--- src/rtl/bit_reverse_reorder_if.sv ---
// Sample stream bus for the bit-reverse reorder buffer.
// The slave side is the reorder block, which consumes bit-reversed samples and
// produces natural-order samples. The master side is whatever feeds and drains it.
interface bit_reverse_reorder_if #(
  parameter int unsigned DATA_W = 17,
  parameter int unsigned LOG2N  = 5
);
  logic              valid_i;
  logic [DATA_W-1:0] data_in_r;
  logic [DATA_W-1:0] data_in_i;
  logic              valid_o;
  logic [DATA_W-1:0] data_out_r;
  logic [DATA_W-1:0] data_out_i;
  logic [LOG2N-1:0]  index_o;
  logic              sop_o;

  modport master (
    output valid_i, data_in_r, data_in_i,
    input  valid_o, data_out_r, data_out_i, index_o, sop_o
  );

  modport slave (
    input  valid_i, data_in_r, data_in_i,
    output valid_o, data_out_r, data_out_i, index_o, sop_o
  );
endinterface

--- src/rtl/bit_reverse_reorder.sv ---
// Ping-pong reorder buffer turning bit-reversed FFT output into natural order.
// Samples are written at bitrev(wcnt) into the write bank. A full bank is then
// read linearly for N back-to-back cycles, and the outputs are registered.
module bit_reverse_reorder #(
  parameter int unsigned DATA_W = 17,
  parameter int unsigned LOG2N  = 5
) (
  input logic                  clk,
  input logic                  rst,
  bit_reverse_reorder_if.slave bus
);
  localparam int unsigned N = 1 << LOG2N;
  localparam int unsigned W = 2 * DATA_W;

  typedef enum logic [0:0] {StIdle, StRead} state_e;

  // Bank storage is deliberately not reset.
  logic [W-1:0]      mem_q [2][N];
  logic [LOG2N-1:0]  wcnt_q, wcnt_d, waddr;
  logic [LOG2N-1:0]  rcnt_q, rcnt_d;
  logic              wbank_q, wbank_d;
  logic              rbank_q, rbank_d;
  logic [1:0]        full_q, full_d;
  state_e            state_q, state_d;
  logic              rd_en;
  logic [W-1:0]      rdata;

  logic              valid_q, valid_d;
  logic [DATA_W-1:0] out_r_q, out_r_d;
  logic [DATA_W-1:0] out_i_q, out_i_d;
  logic [LOG2N-1:0]  index_q, index_d;
  logic              sop_q, sop_d;

  // Write address is the write counter with all of its bits reversed.
  always_comb begin
    waddr = '0;
    for (int b = 0; b < int'(LOG2N); b++) begin
      waddr[b] = wcnt_q[int'(LOG2N) - 1 - b];
    end
  end

  // Writer and reader next state. Both touch full_d, so they share one process.
  always_comb begin
    wcnt_d  = wcnt_q;
    wbank_d = wbank_q;
    full_d  = full_q;
    rcnt_d  = rcnt_q;
    rbank_d = rbank_q;
    state_d = state_q;
    rd_en   = 1'b0;

    if (bus.valid_i) begin
      wcnt_d = wcnt_q + 1'b1;
      if (wcnt_q == LOG2N'(N - 1)) begin
        full_d[wbank_q] = 1'b1;
        wbank_d         = ~wbank_q;
      end
    end

    unique case (state_q)
      StIdle: begin
        if (|full_q) begin
          state_d = StRead;
          rcnt_d  = '0;
          // The most recently completed bank sits opposite the write bank.
          rbank_d = full_q[~wbank_q] ? ~wbank_q : wbank_q;
        end
      end
      StRead: begin
        rd_en  = 1'b1;
        rcnt_d = rcnt_q + 1'b1;
        if (rcnt_q == LOG2N'(N - 1)) begin
          full_d[rbank_q] = 1'b0;
          if (full_q[~rbank_q]) begin
            rbank_d = ~rbank_q;
          end else begin
            state_d = StIdle;
          end
        end
      end
      default: state_d = StIdle;
    endcase
  end

  // Read port and output next state; outputs are forced to zero when not valid.
  always_comb begin
    rdata   = mem_q[rbank_q][rcnt_q];
    valid_d = rd_en;
    out_r_d = rd_en ? rdata[W-1:DATA_W] : '0;
    out_i_d = rd_en ? rdata[DATA_W-1:0] : '0;
    index_d = rd_en ? rcnt_q : '0;
    sop_d   = rd_en && (rcnt_q == '0);
  end

  // Sample storage write.
  always_ff @(posedge clk) begin
    if (bus.valid_i) begin
      mem_q[wbank_q][waddr] <= {bus.data_in_r, bus.data_in_i};
    end
  end

  // Control and output registers.
  always_ff @(posedge clk or posedge rst) begin
    if (rst) begin
      wcnt_q  <= '0;
      wbank_q <= 1'b0;
      full_q  <= '0;
      rcnt_q  <= '0;
      rbank_q <= 1'b0;
      state_q <= StIdle;
      valid_q <= 1'b0;
      out_r_q <= '0;
      out_i_q <= '0;
      index_q <= '0;
      sop_q   <= 1'b0;
    end else begin
      wcnt_q  <= wcnt_d;
      wbank_q <= wbank_d;
      full_q  <= full_d;
      rcnt_q  <= rcnt_d;
      rbank_q <= rbank_d;
      state_q <= state_d;
      valid_q <= valid_d;
      out_r_q <= out_r_d;
      out_i_q <= out_i_d;
      index_q <= index_d;
      sop_q   <= sop_d;
    end
  end

  assign bus.valid_o    = valid_q;
  assign bus.data_out_r = out_r_q;
  assign bus.data_out_i = out_i_q;
  assign bus.index_o    = index_q;
  assign bus.sop_o      = sop_q;
endmodule

--- src/flat_wrapper.sv ---
// flat-port wrapper written by rule: the top's interface ports become plain ports
module bit_reverse_reorder_flat 
#(
  parameter int unsigned DATA_W = 17,
  parameter int unsigned LOG2N  = 5
)
  (clk, rst, bus_valid_i, bus_data_in_r, bus_data_in_i, bus_valid_o, bus_data_out_r, bus_data_out_i, bus_index_o, bus_sop_o);
  bit_reverse_reorder_if #(.DATA_W(DATA_W), .LOG2N(LOG2N)) bus_i ();
  input logic clk;
  input logic rst;
  input wire logic [$bits(bus_i.valid_i)-1:0] bus_valid_i;
  input wire logic [$bits(bus_i.data_in_r)-1:0] bus_data_in_r;
  input wire logic [$bits(bus_i.data_in_i)-1:0] bus_data_in_i;
  output wire logic [$bits(bus_i.valid_o)-1:0] bus_valid_o;
  output wire logic [$bits(bus_i.data_out_r)-1:0] bus_data_out_r;
  output wire logic [$bits(bus_i.data_out_i)-1:0] bus_data_out_i;
  output wire logic [$bits(bus_i.index_o)-1:0] bus_index_o;
  output wire logic [$bits(bus_i.sop_o)-1:0] bus_sop_o;
  assign bus_i.valid_i = bus_valid_i;
  assign bus_i.data_in_r = bus_data_in_r;
  assign bus_i.data_in_i = bus_data_in_i;
  assign bus_valid_o = bus_i.valid_o;
  assign bus_data_out_r = bus_i.data_out_r;
  assign bus_data_out_i = bus_i.data_out_i;
  assign bus_index_o = bus_i.index_o;
  assign bus_sop_o = bus_i.sop_o;
  bit_reverse_reorder #(.DATA_W(DATA_W), .LOG2N(LOG2N)) u_core (.clk(clk), .rst(rst), .bus(bus_i));
endmodule
--- config.mk ---
export PLATFORM = sky130hd
export DESIGN_NAME = bit_reverse_reorder_flat
export DESIGN_NICKNAME = d
export VERILOG_FILES = /design/src/rtl/bit_reverse_reorder_if.sv /design/src/rtl/bit_reverse_reorder.sv /design/src/flat_wrapper.sv
export SDC_FILE = /design/constraint.sdc
export NUM_CORES = 2
export LEC_CHECK = 0
export ABC_AREA = 1
export BUFFER_PORTS_ARGS = -buffer_cell sky130_fd_sc_hd__buf_2
export CAP_MARGIN = 20
export CORE_AREA = 3 3 367 460
export DETAILED_ROUTE_END_ITERATION = 16
export DIE_AREA = 0 0 370 463
export PLACE_DENSITY = 0.69
export RECOVER_POWER = 100
export SLEW_MARGIN = 10
export SYNTH_ARGS = -nofsm -noshare
export SYNTH_HDL_FRONTEND = slang
export SYNTH_SLANG_ARGS = --single-unit
--- constraint.sdc ---
create_clock -name clk -period 9.94 [get_ports clk]
set_input_delay 0.497 -clock clk [delete_from_list [all_inputs] [get_ports clk]]
set_output_delay 0.497 -clock clk [all_outputs]
set_load 0.1 [all_outputs]
==> results.json <==
{
  "outcome": "finished with violations",
  "violations": "max-capacitance violations, max-slew violations",
  "fill_cells": 13000,
  "crit_type": "flop to flop",
  "async_flop_share_pct": 2.51,
  "synth_edf_count": 2176,
  "area_growth_pct": 9.25,
  "setup_viol": 0,
  "ant_nets": 0,
  "overflow": 0,
  "relSlewSlack_pct": -153,
  "synth_area_leaders": "edfxtp_1, nand2_1, nand3_1",
  "post-route-drc-count": 0,
  "grt_max_degree": 230,
  "yosysWarnings": 0,
  "required_ns": 10.33,
  "ys_top_cells_by_count": "edfxtp_1, nand2_1, nand3_1",
  "clk_path_buf_depth": 3,
  "post-cts-setup-buffer-count": 0,
  "synth.ff_latch_count": 2232,
  "drive_gt1_share_pct": 5.01,
  "final_max_slew_viol_count": 3942,
  "p_per_area_mw_per_mm2": 279,
  "rr_startpoint": "u_core.wbank_q$_DFFE_PP0P_",
  "clock_skew_ns": 0.0393,
  "hold_viol_final": 0,
  "finalSetupTns_ns": 0,
  "whs_ns": 0.0728,
  "worst_slew_pin_slew_ns": 3.79,
  "synth_cell_types": 24,
  "ys_seq_area_share_pct": 75.1,
  "antenna_found_initial": 21,
  "die_h_um": 463,
  "die_w_um": 370,
  "initial_core_util_pct": 53.8,
  "fmax_ghz": 0.139,
  "rows": 167,
  "vias_per_cell": 6.17,
  "grt_pass1_vias": 55700,
  "grt_pass1_wl_um": 368000,
  "detailed_place.area_mm2": 0.0913,
  "gr-usage-all-layers_pct": 29.0,
  "p_leak_nw": 33.5,
  "place.port_buffers": 77,
  "cts_tree": "done",
  "hpwl_um": 124000,
  "cts_root_buf": "clkbuf_16",
  "core_area_mm2": 0.165,
  "synth_ff_type": "edfxtp_1",
  "final_core_util_pct": 58.8,
  "synth_top_area_share_pct": 73.5,
  "grt_setup_unrepaired": "no",
  "cts_sinks": 2232,
  "stdcell_area_mm2": 0.0971,
  "crit_fanout": 35,
  "startpoint": "u_core.wbank_q$_DFFE_PP0P_",
  "h-tree-depth": 4,
  "worstHoldStart": "bus_valid_i",
  "fin_crit_sh_pct": 72.2,
  "ios": 78,
  "netlist_area_mm2": 0.0889,
  "syn_nets": 7285,
  "synth_area_per_cell_um2": 12.3,
  "vias": 59100,
  "wire_per_inst_um": 26.4,
  "insertion_delay_ns": 0.84,
  "worst_setup_path_end_kind": "flop",
  "gp_congestion": 0.806,
  "peakVddDrop_mv": 0.340,
  "cp-start-kind": "flop",
  "die_area_mm2": 0.171,
  "synthMostInstantiatedCell": "edfxtp_1",
  "yosysTopAreaCell": "edfxtp_1",
  "hold_class": "input port to flop",
  "cp.arrival_ns": 7.57,
  "first_pass_iters": 6,
  "fin_crit_ns": 7.18,
  "synthCells": 7238,
  "numCtsBuffers": 202,
  "drt_wl_total_um": 252000,
  "drt_iter0_drc": 8270,
  "drv_cap": 119,
  "clkSlewWorstSetupHoldPaths_ns": 0.06,
  "final_nets": 7243
}
==> through the flow <==
stage	power (mW)	worst slack [ns]	std cells
after floorplan	16.9	6.00	7238
after global placement	19.5	5.04	9163
after detailed placement	19.6	5.00	9163
after CTS	27.1	4.99	9541
after global routing	28.3	2.45	9567
final	27.1	2.76	9572
==> sequential cells by signal (all words and copies together) (netlist names), 2 cells and up <==
signal / cells
u_core.mem_q: 2176
u_core.full_q: 2
u_core.bus.data_out_i: 17
u_core.bus.index_o: 5
u_core.rcnt_q: 5
u_core.wcnt_q: 5
u_core.bus.data_out_r: 17
==> placed cells by master, fill, tap and decap left out, drive strengths merged, types with 81 or more instances in the layout <==
cell	netlist	final
inv	76	84
o22ai	81	81
nor2	228	228
nand2	2091	2091
clkbuf	210	434
o21ai	251	251
a21oi	159	159
nand3	1530	1530
edfxtp	2176	2176
clkinv	1	101
==> metal layers <==
| layer | vias up | GRT usage, % | share of wire, % | wire (um) |
|---|---|---|---|---|
| li1 | 25800 | - | - | - |
| met4 | 12 | 12.5 | 4.6 | 11700 |
| met1 | 29000 | 39.0 | 37 | 92300 |
| met5 | - | 0 | 0.033 | 84 |
| met2 | 3570 | 46.6 | 47 | 120000 |
| met3 | 660 | 5.21 | 11 | 28500 |
==> critical path, cell delays in order (launching register included) <==
cell and delay, ns:
dfrtp_2 0.34, clkbuf_1 1.65, inv_1 0.41, clkbuf_1 0.90, nor3_1 1.50, clkbuf_1 1.88
==> worst paths after layout <==
path	to	slack, ns	depth (start not counted)
max	u_core.mem_q[1][739]$_DFFE_PP_	2.76	5
min	u_core.wcnt_q[4]$_DFFE_PP0P_	0.07	3
max reg2reg	u_core.mem_q[1][739]$_DFFE_PP_	2.76	5
min reg2reg	u_core.wcnt_q[0]$_DFFE_PP0P_	0.57	1
max in group asynchronous	u_core.rcnt_q[0]$_DFFE_PP0P_	4.61	4
min in group asynchronous	u_core.bus.data_out_i[16]$_DFF_PP0_	0.64	3
==> final cells by class <==
cell class	count	area [um2]	share of cell area (%)
tap	2197	2750	2.83
antenna	6	15.0	0.0155
timing repair buffer	241	1220	1.25
clock inverter	132	1080	1.11
clock buffer	245	5280	5.44
inverter	77	320	0.330
multi-input combinational	4442	19700	20.3
sequential	2232	66800	68.7
==> logic make-up after synthesis <==
logic type,count (synthesis),share of synthesized area [%]
and+or+nand+nor,3908,18.7
DFF,2232,75.1
buffers and inverters,564,2.87
AOI/OAI and AO/OA,521,3.13
adders and majority gates,10,0.141
xor gates and xnor gates,3,0.0296
==> where the power goes <==
part,switching [mW],internal [mW],leakage (nW)
clock,3.42,4.13,3.11
combinational,6.35,2.11,10.1
sequential,0.330,10.8,20.3
total,10.1,17.0,33.5
==> repair_timing <==
action	in CTS	in global routing
endpoints found under the setup margin	0	0
endpoints found under the hold margin	17	0
hold buffers	1	0
resized for setup	0	0
(Power assumes the default switching activity.)
